## config.mk

```make
export PLATFORM = sky130hd
export DESIGN_NAME = write_buffer
export DESIGN_NICKNAME = d
export VERILOG_FILES = /design/src/rtl/mem_pkg.sv /design/src/rtl/write_buffer.sv
export SDC_FILE = /design/constraint.sdc
export NUM_CORES = 1
export LEC_CHECK = 0
export ABC_AREA = 0
export CORE_MARGIN = 2
export CORE_UTILIZATION = 35
export CTS_BUF_LIST = sky130_fd_sc_hd__clkbuf_8 sky130_fd_sc_hd__clkbuf_16
export DETAILED_ROUTE_END_ITERATION = 12
export HOLD_SLACK_MARGIN = 0.1
export PLACE_DENSITY = 0.62
export SLEW_MARGIN = 20
export SYNTH_ARGS = -nofsm -noshare
export SYNTH_HDL_FRONTEND = slang
export SYNTH_SLANG_ARGS = --single-unit
```

## constraint.sdc

```tcl
create_clock -name clk_i -period 9.4 [get_ports clk_i]
set_clock_uncertainty 0.2 [all_clocks]
set_input_delay 1.41 -clock clk_i [delete_from_list [all_inputs] [get_ports clk_i]]
set_output_delay 1.41 -clock clk_i [all_outputs]
set_load 0.03 [all_outputs]
```

## src/rtl/mem_pkg.sv

```systemverilog
// Shared memory-subsystem definitions.
//   wb_entry_t : one buffered write (address + data) at the default widths
//   WB_DEPTH   : default number of write-buffer entries
package mem_pkg;

    localparam int WB_ADDR_WIDTH = 32;
    localparam int WB_DATA_WIDTH = 32;
    localparam int WB_DEPTH      = 4;

    typedef struct packed {
        logic [WB_ADDR_WIDTH-1:0] addr;
        logic [WB_DATA_WIDTH-1:0] data;
    } wb_entry_t;

endpackage

```

## src/rtl/write_buffer.sv

```systemverilog
// Write-through store buffer between the data cache and main memory.
// Buffers up to DEPTH writes in a circular FIFO, drains them to memory in
// push order and forwards buffered data to loads that hit a pending write.
//
// Ports:
//   clk_i, rst_ni              clock, synchronous active-low reset
//   wr_en_i/wr_addr_i/wr_data_i  write request from the cache
//   rd_en_i/rd_addr_i          load lookup
//   mem_ack_i                  memory accepted the presented head write
//   full_o/empty_o/count_o     occupancy (registered state only)
//   stall_o                    write refused this cycle
//   fwd_hit_o/fwd_data_o       forwarding result (youngest match)
//   mem_req_o/mem_addr_o/mem_data_o  head write presented to memory
//
// Handshakes: a write is taken on a rising edge where wr_en_i=1 and
// full_o=0 (stall_o flags the refusal). The head write is retired on a
// rising edge where mem_req_o=1 and mem_ack_i=1; mem_addr_o/mem_data_o are
// held until that edge. A pop never frees space for a same-cycle push.
module write_buffer
    import mem_pkg::*;
#(
    parameter int ADDR_WIDTH = 32,
    parameter int DATA_WIDTH = 32,
    parameter int DEPTH      = WB_DEPTH
) (
    input  logic                     clk_i,
    input  logic                     rst_ni,
    input  logic                     wr_en_i,
    input  logic [ADDR_WIDTH-1:0]    wr_addr_i,
    input  logic [DATA_WIDTH-1:0]    wr_data_i,
    input  logic                     rd_en_i,
    input  logic [ADDR_WIDTH-1:0]    rd_addr_i,
    input  logic                     mem_ack_i,
    output logic                     full_o,
    output logic                     empty_o,
    output logic                     stall_o,
    output logic                     fwd_hit_o,
    output logic [DATA_WIDTH-1:0]    fwd_data_o,
    output logic                     mem_req_o,
    output logic [ADDR_WIDTH-1:0]    mem_addr_o,
    output logic [DATA_WIDTH-1:0]    mem_data_o,
    output logic [$clog2(DEPTH):0]   count_o
);

    localparam int PW = $clog2(DEPTH);
    localparam int CW = PW + 1;

    logic [ADDR_WIDTH-1:0] addr_mem [DEPTH];
    logic [DATA_WIDTH-1:0] data_mem [DEPTH];
    logic [PW-1:0]         head_q;
    logic [PW-1:0]         tail_q;
    logic [CW-1:0]         count_q;
    logic                  push;
    logic                  pop;

    // Word-granular matching: the byte offset of the load is irrelevant.
    logic [1:0] unused_rd_offset;
    assign unused_rd_offset = rd_addr_i[1:0];

    assign full_o  = (count_q == CW'(DEPTH));
    assign empty_o = (count_q == '0);
    assign count_o = count_q;

    // Fullness is judged on registered state, so a pop cannot open a slot
    // for a write in the same cycle.
    assign push    = wr_en_i & ~full_o;
    assign pop     = mem_ack_i & ~empty_o;
    assign stall_o = wr_en_i & full_o;

    assign mem_req_o  = ~empty_o;
    assign mem_addr_o = addr_mem[head_q];
    assign mem_data_o = data_mem[head_q];

    // Pointers are PW bits wide, so DEPTH-1 -> 0 wrap is the natural overflow.
    always_ff @(posedge clk_i) begin
        if (!rst_ni) begin
            head_q  <= '0;
            tail_q  <= '0;
            count_q <= '0;
        end else begin
            if (push) tail_q <= tail_q + 1'b1;
            if (pop)  head_q <= head_q + 1'b1;
            if (push && !pop)      count_q <= count_q + 1'b1;
            else if (pop && !push) count_q <= count_q - 1'b1;
        end
    end

    // Entry storage carries no reset; occupancy decides which slots are live.
    always_ff @(posedge clk_i) begin
        if (push) begin
            addr_mem[tail_q] <= wr_addr_i;
            data_mem[tail_q] <= wr_data_i;
        end
    end

    // Walk live entries oldest to youngest so the last match wins. The slot
    // being written this cycle is not yet live; the head being popped still is.
    always_comb begin
        fwd_hit_o  = 1'b0;
        fwd_data_o = '0;
        for (int i = 0; i < DEPTH; i++) begin
            if (rd_en_i && (CW'(i) < count_q) &&
                (addr_mem[head_q + PW'(i)][ADDR_WIDTH-1:2] == rd_addr_i[ADDR_WIDTH-1:2])) begin
                fwd_hit_o  = 1'b1;
                fwd_data_o = data_mem[head_q + PW'(i)];
            end
        end
    end

endmodule

```

After elaboration in Yosys (flattened, before gate mapping):

Memory sizes are Yosys's and may differ from the RTL's. A register that Yosys moved wholly into a read port is not among the register bits.
Cells that the tools add are included.

* bits in registers: 7
* memory bits (writable): 256
* input bits: 101
* output and inout bits: 104
* word-level logic and storage cells: 55
* memories kept: 2

Memories
* addr_mem: depth 4, width 32, read ports 4, clocked after memory_dff 1, wr ports 1, line write_buffer.sv:48 `logic [ADDR_WIDTH-1:0] addr_mem [DEPTH];`
* data_mem: depth 4, width 32, read ports 4, clocked after memory_dff 1, wr ports 1, line write_buffer.sv:49 `logic [DATA_WIDTH-1:0] data_mem [DEPTH];`

* $add $sub $neg: 6
* magnitude comparators: 4
* equality and inequality tests: 5
* multiplexer cells: 16
* bitwise operators: 5
* reduce and logical (&&, ||, !) cells: 14

Operator list (count)
* 2-to-1 mux 32 bit: 4
* equality test 30 bit: 4
* logical AND 1 bit: 10
* 2-to-1 mux 2 bit: 4
* less-than comparator 1 x 3 -> 1 bit (first input constant): 2
* less-than comparator 2 x 3 -> 1 bit (first input constant): 2
* 2-to-1 mux 1 bit: 6
* 2-to-1 mux 3 bit: 2
* adder 2 x 1 -> 2 bit (second input constant): 2
* adder 2 bit (second input constant): 2
* adder 3 x 1 -> 3 bit (second input constant): 1
* AND 1 bit: 3
* equality test 3 bit (second input constant): 1
* logical NOT 3 bit: 1
* subtractor 3 x 1 -> 3 bit (second input constant): 1
* logical NOT 1 bit: 2
* inverter 1 bit: 2
* nonzero test 2 bit: 1

Depth between registers and ports, before layout:

Gate-level depths: netlist (run 1).

* depth after elaboration: 7
* depth in mapped cells: 14
* depth with buffers taken out: 9

Least setup slack after synthesis (run 1):

OpenSTA, ideal clock, no wires.

* path kind: input port to output port
* start: input port rd_addr_i[5]
* end: output port fwd_data_o[12]
* arrival time: 4.127 ns
* required time: 7.790 ns
* slack: 3.663 ns
* stages on the path: 9
* path buffers: 2
* path through: clkbuf_1 -> inv_1 -> a211o_1 -> a2111oi_0 -> nand3b_1 -> a211oi_2 -> buf_2 -> a221oi_1 -> o31ai_1

* word-level cells in the longest chain between the ends: 6
* elaborated cells between the ends (all ways): 12
* classes of those cells: eq/ne (4); mux (4); reduce/logical (4)

Ends and longest elaborated chain
* from (decl): line write_buffer.sv:32 `input logic [ADDR_WIDTH-1:0] rd_addr_i,`
* equality test 30 bit: line write_buffer.sv:103 `(addr_mem[head_q + PW'(i)][ADDR_WIDTH-1:2] == rd_addr_i[ADDR_WIDTH-1:2])) begin`
* logical AND 1 bit: line write_buffer.sv:102 `if (rd_en_i && (CW'(i) < count_q) &&`
* 2-to-1 mux 32 bit (3 in series): line write_buffer.sv:102
* 2-to-1 mux 32 bit *: line write_buffer.sv:102
* to (decl): line write_buffer.sv:38 `output logic [DATA_WIDTH-1:0] fwd_data_o,`

Every way passes the cells marked *; elsewhere a longest branch is shown, timed or not.

Worst setup path after layout (run 1):

* start: register head_q[1]
* end: output port fwd_data_o[22]

* word-level cells in the longest chain between the ends: 7
* elaborated cells between the ends (all ways): 14
* classes of those cells: add/sub (3); eq/ne (3); mux (3); reduce/logical (3); memory (2)

Ends and longest elaborated chain
* from (decl): line write_buffer.sv:50 `logic [PW-1:0] head_q;`
* from (signal assigned): line write_buffer.sv:82 `if (pop) head_q <= head_q + 1'b1;`
* adder 2 x 1 -> 2 bit: line write_buffer.sv:103, write_buffer.sv:105
* memory (4 x 32 bit)
* equality test 30 bit: line write_buffer.sv:103
* logical AND 1 bit: line write_buffer.sv:102
* 2-to-1 mux 32 bit (2 in series): line write_buffer.sv:102
* 2-to-1 mux 32 bit *: line write_buffer.sv:102

Marked as above.

==> out/qor.yml, run 1 <==
outcome:
  status: "finished, final reports clean"
logic_synthesis:
  synthDistinctLibCells: 63
  synthArstFlopShare: 0
  syn-cell-area_mm2: 0.0167
  synth_top_area_cell: "edfxtp_1"
  synthTopCellsByArea: "edfxtp_1, mux4_2, mux2i_1"
  ys.flop_type: "edfxtp_1"
  synth_edf_count: 256
  synth_area_per_cell_um2: 13.4
  synth_cells: 1246
  synth-seq-area-share: 0.471
  syn_nets: 1356
  yosysWarnings: 0
  synth-seq-cells: 265
  synth_top_area_share: 0.460
finish:
  drive_gt1_frac: 0.172
  nets: 1503
  final_common_cell: "edfxtp_1"
  layout_common_cells: "edfxtp_1, clkdlybuf4s50_1, mux2i_1"
  area_growth_pct: 20.8
floorplan:
  die_y_um: 222
  start_util: 0.352
  die_x_um: 222
  die-area_mm2: 0.0495
  rows: 80
  core_mm2: 0.0474
  num_io_pins: 205
grt:
  antenna_found_initial: 5
  grt_max_degree: 106
  globalRouteOverflowTotal: 0
  grt_first_pass_wirelength_mm: 76.9
  grt.total_usage: 0.205
  first_global_vias: 12166
worst_setup_path:
  critPathMaxFanout: 69
  crit_top_cell: "a221oi_1"
  arrival_ps: 6160
  cpMaxStageDelayCell: "dfxtp_4"
  crit_path_start_kind: "register"
  criticalPathCategory: "reg -> out"
  end_kind: "output pin"
  cp_data_required_time_ps: 7790
  crit_chain: "clkinv_1, a221oi_1, nand4_1, nor2_1, buf_4, a221oi_1, o31ai_1, clkdlybuf4s50_1"
  slowest_delay_ps: 970
timing:
  slew_headroom: 0.289
  hold_ws_ps: 487
  timing.final.setup_violations: 0
  fin_setup_tns_ps: 0
  period_share: 0.827
  rsz0062_at_grt: "no"
  finalMaxSlewViolations: 0
  layout_setup_ws_ps: 1630
  hold_violations: 0
  tightest_slew_ps: 1060
  fmax_mhz: 129
  fin_crit_ps: 7770
drt:
  ant_nets: 0
  first_pass_iters: 5
  routed_wl_mm: 51.6
  post_drt_wl_per_cell_um: 25.4
  drc: 0
  via_per_inst: 5.80
  drt_iter0_drc: 992
  vias: 11792
power:
  power.density_mw_per_mm2: 267
  pwr-share-clk: 0.222
  p_int_uw: 3320
  combPwrFrac: 0.468
  seqPwrFrac: 0.310
  ir_worst_vdd_uv: 220
  p_leak_uw: 0.00608
  finalPower_uw: 5390
  sw_frac_of_total: 0.384
  power.switching_uw: 2070
place:
  hpwl_mm: 34.1
  port_buffers: 202
  gp_congestion: 0.882
  dp_slack_ps: 1800
clock_network:
  htreeDepth: 1
  cts-root-buf: "clkbuf_16"
  clock_latency_ps: 580
  cts_resized: 0
  cts_tree: "done"
  cts_sinks: 265
  clk_pin_slew_worst_paths_ps: 60
  cts_hold_buffers: 0
  clockBufferDepth: 3
  cts-buffers-inserted: 31
  cts_setup_buffers: 0
min_path:
  worst_hold_path_type: "reg -> reg"
job:
  maxCapViolCount: 0
## sequential cells by signal, indices dropped and copies added, names as in the netlist, named ones only
register / count
head_q: 2
count_o: 3
data_mem: 128
addr_mem: 128
tail_q: 2
## worst max-delay path: cells and delay by family, from the launching register on
kind | cells | cell delay, ps
AOI/OAI and AO/OA | 3 | 1220
buffers and inverters | 3 | 2060
and+or+nand+nor | 2 | 1290
DFF | 1 | 970
## cells in the mapped netlist (all sizes together), types with 14 or more instances
cell type / number
clkbuf: 49
o31ai: 18
inv: 14
xnor2: 74
o211ai: 37
nand2: 72
a21boi: 16
mux4: 120
mux2i: 128
a22oi: 23
edfxtp: 256
buf: 60
o21ai: 45
a21oi: 27
a2111oi: 19
mux2: 40
a221oi: 20
nand4: 14
nor2: 59
xor2: 32
## stage by stage
| stage | utilization | area, um^2 | instances |
|---|---|---|---|
| floorplan | - | 16700 | 1246 |
| global placement | 0.404 | 19200 | 1975 |
| detailed placement | 0.404 | 19200 | 1975 |
| CTS | 0.425 | 20200 | 2033 |
| global route | 0.425 | 20200 | 2033 |
| finish | 0.425 | 20200 | 2034 |
## area by class of cell
class	count	area (um^2)
Inverter	15	56.3
Clock buffer	31	776
Clock inverter	27	244
Multi-Input combinational cell	857	8250
Tap cell	615	769
Sequential cell	265	7880
Timing Repair Buffer	223	2200
Antenna cell	1	2.50
Fill cell	4433	27300
## power by group through the flow
| stage | Combinational (uW) | Sequential (uW) | Clock (uW) |
|---|---|---|---|
| finish | 2520 | 1670 | 1200 |
| global route | 2680 | 1700 | 1270 |
| CTS | 2540 | 1670 | 1230 |
| detailed placement | 2520 | 1700 | 0 |
| global placement | 2510 | 1680 | 0 |
| floorplan | 1850 | 1580 | 0 |
## final timing paths
path                          endpoint                    start  cells past startpoint  slack, ps
max                     fwd_data_o[22]   head_q[1]$_SDFFE_PN0P_                      8       1630
min             tail_q[1]$_SDFFE_PN0P_   tail_q[1]$_SDFFE_PN0P_                      4        490
max reg2reg  data_mem[1][16]$_DFFE_PP_  count_o[1]$_SDFFE_PN0P_                      6       6030
min reg2reg     tail_q[1]$_SDFFE_PN0P_   tail_q[1]$_SDFFE_PN0P_                      4        490
## routing by layer
metal	share of wire	global-route usage
met1	0.43	0.274
met2	0.47	0.339
met3	0.066	0.0366
met4	0.030	0.0686
met5	0.00068	0
## logic make-up (layout without fill, tap and decap cells)
group,count (synthesis),in the layout,synth area share
buf+inv,124,296,0.0370
flops,265,265,0.471
fa+ha+maj,9,9,0.00674
mux,288,288,0.265
other cells,0,1,0
compound gates,247,247,0.105
simple gates,207,207,0.0593
xor+xnor,106,106,0.0556
No activity file was read; power rests on OpenSTA's default activity.
==> inputs of run 2 (changes only) <==
- clock period: 9.4 -> 8 ns (I/O delays scaled with it)
==> run 2 against run 1 <==
Cell count increased by 0.49%. Clock-buffer cell count is 1 higher. Die area unchanged. Hold slack gained 0.56 ps. First-iteration DRC count rose by 6.0%. Sequential share of layout area shrank 0.14 points. Critical path depth grew 5. Combinational power is 18% higher. Worst setup slack got worse by 750 ps. Critical path type unchanged. Power up 18%. Clock power rose by 17%.
==> out/qor.yml, run 2 (synthesis gave the netlist of run 1 again) <==
grt:
  grt_first_pass_wirelength_mm: 76.3  # -0.78%
  grt_max_degree: 88  # -17%
  first_global_vias: 12129  # -0.30%
  antenna_found_initial: 7  # +2
  globalRouteOverflowTotal: 0  # unchanged
  grt.total_usage: 0.203  # -0.00252
  met1_usage: 0.274  # -0.000284
  grt_busiest_layer: "met2"
  met2_usage: 0.338  # -0.000404
  grt_use_met3: 0.0356  # -0.00106
drt:
  drt_iter0_drc: 1052  # +6.0%
  via_per_inst: 5.91  # +1.9%
  routed_wl_mm: 51.2  # -0.79%
  ant_nets: 0  # unchanged
  drc: 0  # unchanged
  vias: 12081  # +2.5%
  first_pass_iters: 5  # unchanged
  post_drt_wl_per_cell_um: 25.1  # -1.3%
power:
  seqPwrFrac: 0.309  # about the same
  power.density_mw_per_mm2: 313  # +17%
  combPwrFrac: 0.470  # +0.002
  p_leak_uw: 0.00612  # +0.56%
  ir_worst_vdd_uv: 193  # -13%
  p_int_uw: 3910  # +18%
  pwr-share-clk: 0.221  # about the same
  sw_frac_of_total: 0.383  # -0.00135
  power.switching_uw: 2430  # +17%
floorplan:
  die_x_um: 222  # unchanged
  die_y_um: 222  # unchanged
  die-area_mm2: 0.0495  # unchanged
  start_util: 0.352  # unchanged
  num_io_pins: 205  # unchanged
  rows: 80  # unchanged
  core_mm2: 0.0474  # unchanged
clock_network:
  clockBufferDepth: 3  # unchanged
  htreeDepth: 1  # unchanged
  cts_tree: "done"
  cts_setup_buffers: 0  # unchanged
  cts-buffers-inserted: 31  # unchanged
  cts_resized: 0  # unchanged
  clk_pin_slew_worst_paths_ps: 60  # about the same
  cts-root-buf: "clkbuf_16"
  cts_hold_buffers: 0  # unchanged
  cts_sinks: 265  # unchanged
  clock_latency_ps: 560  # -20 ps
min_path:
  worst_hold_path_type: "reg -> reg"
  hold_depth: 4  # unchanged
timing:
  timing.final.setup_violations: 0  # unchanged
  finalMaxSlewViolations: 0  # unchanged
  rsz0062_at_grt: "no"
  fin_crit_ps: 7120
  fin_setup_tns_ps: 0  # unchanged
  tightest_slew_ps: 996  # -67.2 ps
  fmax_mhz: 140
  period_share: 0.890
  hold_violations: 0  # unchanged
  slew_headroom: 0.334  # +0.0449
worst_setup_path:
  r2r_cells: 6  # unchanged
  crit_path_start_kind: "register"
  critPathMaxFanout: 47  # -32%
  cp_data_required_time_ps: 6600  # -1190 ps
  arrival_ps: 5720  # -440 ps
  criticalPathCategory: "reg -> out"
  end_kind: "output pin"
place:
  placed_area_mm2: 0.0192  # +0.35%
  hpwl_mm: 34.4  # +0.67%
  port_buffers: 202  # unchanged
  gp_congestion: 0.931  # +5.5%
job:
  maxCapViolCount: 0  # unchanged
finish:
  fin_area_mm2: 0.0202  # +0.35%
  area_growth_pct: 21.2
  nets: 1512  # +0.60%
  drive_gt1_frac: 0.178  # +0.00547
  layout_common_cells: "edfxtp_1, clkdlybuf4s50_1, mux2i_1"
  final_common_cell: "edfxtp_1"
  fillers: 4309  # -2.8%
outcome:
  status: "finished, final reports clean"
-- run 2: changes by cell type in the layout (fill, tap and decap cells not counted) --
| cell | previous run | this run |
|---|---|---|
| buf_4 | 19 | 29 |
| buf_6 | 1 | 0 |
| clkbuf_8 | 0 | 1 |
| clkinv_1 | 7 | 4 |
| clkinv_2 | 7 | 4 |
| clkinv_4 | 2 | 1 |
| clkinvlp_4 | 1 | 5 |
| diode_2 | 1 | 4 |
| inv_1 | 18 | 20 |
| inv_6 | 3 | 1 |
| or4b_1 | 1 | 0 |
| or4b_2 | 0 | 1 |
-- run 2: per-stage QoR --
step | std cells | utilization | total power [uW] | setup slack (ps) | hold slack, ps
floorplan | 1246 | - | 4020 | 2680 | 424
global placement | 1984 | 0.405 | 4940 | 1340 | 465
detailed placement | 1984 | 0.405 | 4970 | 1290 | 488
CTS | 2040 | 0.427 | 6390 | 840 | 496
global route | 2040 | 0.427 | 6650 | 630 | 549
finish | 2044 | 0.427 | 6340 | 877 | 487
-- run 2: area by class of cell --
cell class,instances,area [um^2],share of cell area
inverter,15,56.3,0.00278
antenna,4,10.0,0.000494
clock buffer,32,790,0.0390
multi-input combinational,857,8250,0.408
timing repair buffer,232,2260,0.112
clock inverter,24,229,0.0113
sequential,265,7880,0.389
tap,615,769,0.0380
-- run 2: final timing paths --
kind	end	from	slack, ps
hold / removal	tail_q[1]$_SDFFE_PN0P_	tail_q[1]$_SDFFE_PN0P_	490
hold reg to reg	tail_q[1]$_SDFFE_PN0P_	tail_q[1]$_SDFFE_PN0P_	490
setup reg to reg	addr_mem[0][8]$_DFFE_PP_	count_o[1]$_SDFFE_PN0P_	4640
setup / recovery	fwd_data_o[22]	head_q[0]$_SDFFE_PN0P_	880
-- run 2: power by group through the flow --
stage	Combinational (uW)	Clock [uW]	Sequential, uW
3_3_place_gp	2970	0	1970
2_1_floorplan	2170	0	1850
6_report	2980	1400	1960
4_1_cts	3000	1440	1960
5_1_grt	3170	1490	1990
3_5_place_dp	2990	0	1990
-- run 2: metal layers --
layer  share of wire  wire, um
met1            0.42     21500
met2            0.49     24900
met3           0.073      3750
met4           0.021      1090
met5          0.0011        56
-- run 2: critical path, stage by stage (launching register included) --
cell and delay, ps:
dfxtp_4 780, buf_4 360, buf_4 640, mux2i_1 310, xnor2_1 130, or4_1 540
o31ai_1 110, nand4_1 140, buf_4 250, nor2_1 180, buf_4 310, a221oi_1 120
o31ai_1 440, clkdlybuf4s50_1 770
==> inputs of run 3 (changes only) <==
- GPL_TIMING_DRIVEN: unset -> 1
- SLEW_MARGIN: 20 -> 30
==> run 3 against run 2 <==
Register-to-register slack worse by 50 ps. Via count down 0.28%. Clock power about the same. Critical path depth unchanged. Sequential power about the same. Worst setup slack worse by 5.8 ps. Global-route usage about the same. Power down 0.21%. Critical endpoint unchanged. Highest routed layer unchanged.
==> out/qor.yml, run 3 (synthesis gave the netlist of run 1 again) <==
grt:
  grt_first_pass_wirelength_mm: 76.3  # about the same
  grt_max_degree: 88  # unchanged
  first_global_vias: 12067  # -0.51%
  globalRouteOverflowTotal: 0  # unchanged
  antenna_found_initial: 7  # unchanged
  grt.total_usage: 0.203  # +0.000479
job:
  maxCapViolCount: 0  # unchanged
power:
  power.density_mw_per_mm2: 313  # -0.15%
  p_leak_uw: 0.00612  # about the same
  power.switching_uw: 2420  # -0.27%
  ir_worst_vdd_uv: 191  # -1.1%
  sw_frac_of_total: 0.383  # about the same
  seqPwrFrac: 0.309  # about the same
  combPwrFrac: 0.471  # about the same
  pwr-share-clk: 0.220  # about the same
  p_int_uw: 3910  # -0.18%
worst_setup_path:
  end_kind: "output pin"
  crit_path_start_kind: "register"
  r2r_start: "count_o[0]$_SDFFE_PN0P_"
  critPathLaunch: "head_q[0]$_SDFFE_PN0P_"
  r2r_cells: 6  # unchanged
  criticalPathCategory: "reg -> out"
  critPathMaxFanout: 47  # unchanged
  cp_data_required_time_ps: 6600  # about the same
  critPathCapture: "fwd_data_o[22]"
  arrival_ps: 5730  # about the same
  ff2ff_setup_slack_ps: 4590  # -50 ps
  regToRegEndpoint: "data_mem[3][23]$_DFFE_PP_"
finish:
  fin_area_mm2: 0.0202  # about the same
  multi_input_area_mm2: 0.00825  # unchanged
  fin_cells: 2043  # -0.049%
  fillers: 4345  # +0.84%
  area_growth_pct: 21.1  # about the same
  nets: 1512  # unchanged
  drive_gt1_frac: 0.175  # -0.00223
  layout_common_cells: "edfxtp_1, clkdlybuf4s50_1, mux2i_1"
  register_area_mm2: 0.00788  # unchanged
  final_common_cell: "edfxtp_1"
clock_network:
  cts_sinks: 265  # unchanged
  clk_pin_slew_worst_paths_ps: 60  # about the same
  clockBufferDepth: 3  # unchanged
  cts-buffers-inserted: 31  # unchanged
  cts_tree: "done"
  htreeDepth: 1  # unchanged
  cts_resized: 0  # unchanged
  cts-root-buf: "clkbuf_16"
  cts_setup_buffers: 0  # unchanged
  cts_hold_buffers: 0  # unchanged
  clock_latency_ps: 560  # about the same
floorplan:
  start_util: 0.352  # unchanged
  die-area_mm2: 0.0495  # unchanged
  die_x_um: 222  # unchanged
  rows: 80  # unchanged
  die_y_um: 222  # unchanged
  core_mm2: 0.0474  # unchanged
  num_io_pins: 205  # unchanged
timing:
  hold_violations: 0  # unchanged
  finalMaxSlewViolations: 0  # unchanged
  tightest_slew_ps: 996  # +0.565 ps
  fin_crit_ps: 7130  # +5.82 ps
  layout_setup_ws_ps: 871  # -5.81 ps
  fmax_mhz: 140  # about the same
  slew_headroom: 0.336  # +0.00176
  fin_setup_tns_ps: 0  # unchanged
  rsz0062_at_grt: "no"
  period_share: 0.891  # about the same
  timing.final.setup_violations: 0  # unchanged
place:
  port_buffers: 202  # unchanged
  gp_congestion: 0.931  # unchanged
  hpwl_mm: 34.4  # +0.10%
  placed_area_mm2: 0.0192  # unchanged
  dp_slack_ps: 1400  # +111 ps
  placed_cells: 1984  # unchanged
drt:
  drt_iter0_drc: 1080  # +2.7%
  post_drt_wl_per_cell_um: 25.1  # +0.16%
  drc: 0  # unchanged
  ant_nets: 0  # unchanged
  routed_wl_mm: 51.3  # +0.11%
  first_pass_iters: 5  # unchanged
  via_per_inst: 5.90  # -0.23%
  vias: 12047  # -0.28%
outcome:
  status: "finished, final reports clean"
min_path:
  worst_hold_path_type: "reg -> reg"
==> run 3: layout make-up <==
cell class | instances | area share
inverters | 15 | 0.00278
repair buffers | 232 | 0.112
clock inverters | 26 | 0.0116
clock buffers | 31 | 0.0383
well taps | 615 | 0.0380
multi-input cells | 857 | 0.408
flip-flops and latches | 265 | 0.390
diodes | 2 | 0.000247
==> run 3: metrics by stage <==
step / utilization / power [uW] / hold WS (ps)
3_3_place_gp: 0.405 / 4940 / 465
5_1_grt: 0.426 / 6650 / 549
4_1_cts: 0.426 / 6390 / 496
2_1_floorplan: - / 4020 / 424
3_5_place_dp: 0.405 / 4970 / 488
6_report: 0.427 / 6330 / 491
==> run 3: worst min path at each step <==
stage | start | end | slack [ps] | cells past startpoint
floorplan | tail_q[1]$_SDFFE_PN0P_ | tail_q[1]$_SDFFE_PN0P_ | 420 | 4
global placement | tail_q[1]$_SDFFE_PN0P_ | tail_q[1]$_SDFFE_PN0P_ | 460 | 4
detailed placement | tail_q[1]$_SDFFE_PN0P_ | tail_q[1]$_SDFFE_PN0P_ | 490 | 4
CTS | tail_q[1]$_SDFFE_PN0P_ | tail_q[1]$_SDFFE_PN0P_ | 500 | 4
global route | tail_q[0]$_SDFFE_PN0P_ | tail_q[0]$_SDFFE_PN0P_ | 550 | 3
finish | tail_q[1]$_SDFFE_PN0P_ | tail_q[1]$_SDFFE_PN0P_ | 490 | 4
==> run 3: metal layers <==
metal,wire [um],vias to the layer above,GRT usage
met1,21300,6161,0.274
met3,4000,78,0.0348
met2,24900,487,0.342
li1,-,5315,-
met4,1070,6,0.0515
met5,43,-,0
==> run 3: power groups by stage <==
stage	Sequential (uW)	Combinational (uW)	Clock, uW
6_report	1960	2980	1390
5_1_grt	1990	3170	1480
4_1_cts	1960	3000	1430
3_5_place_dp	1990	2990	0
3_3_place_gp	1970	2970	0
2_1_floorplan	1850	2170	0
==> run 3: critical path, cell delays in order, from the launching register on <==
cell	delay, ps
dfxtp_4	770
buf_4	370
buf_4	640
mux2i_1	320
xnor2_1	130
or4_1	530
o31ai_1	120
nand4_1	150
buf_4	250
nor2_1	180
buf_4	310
a221oi_1	120
o31ai_1	440
clkdlybuf4s50_1	770
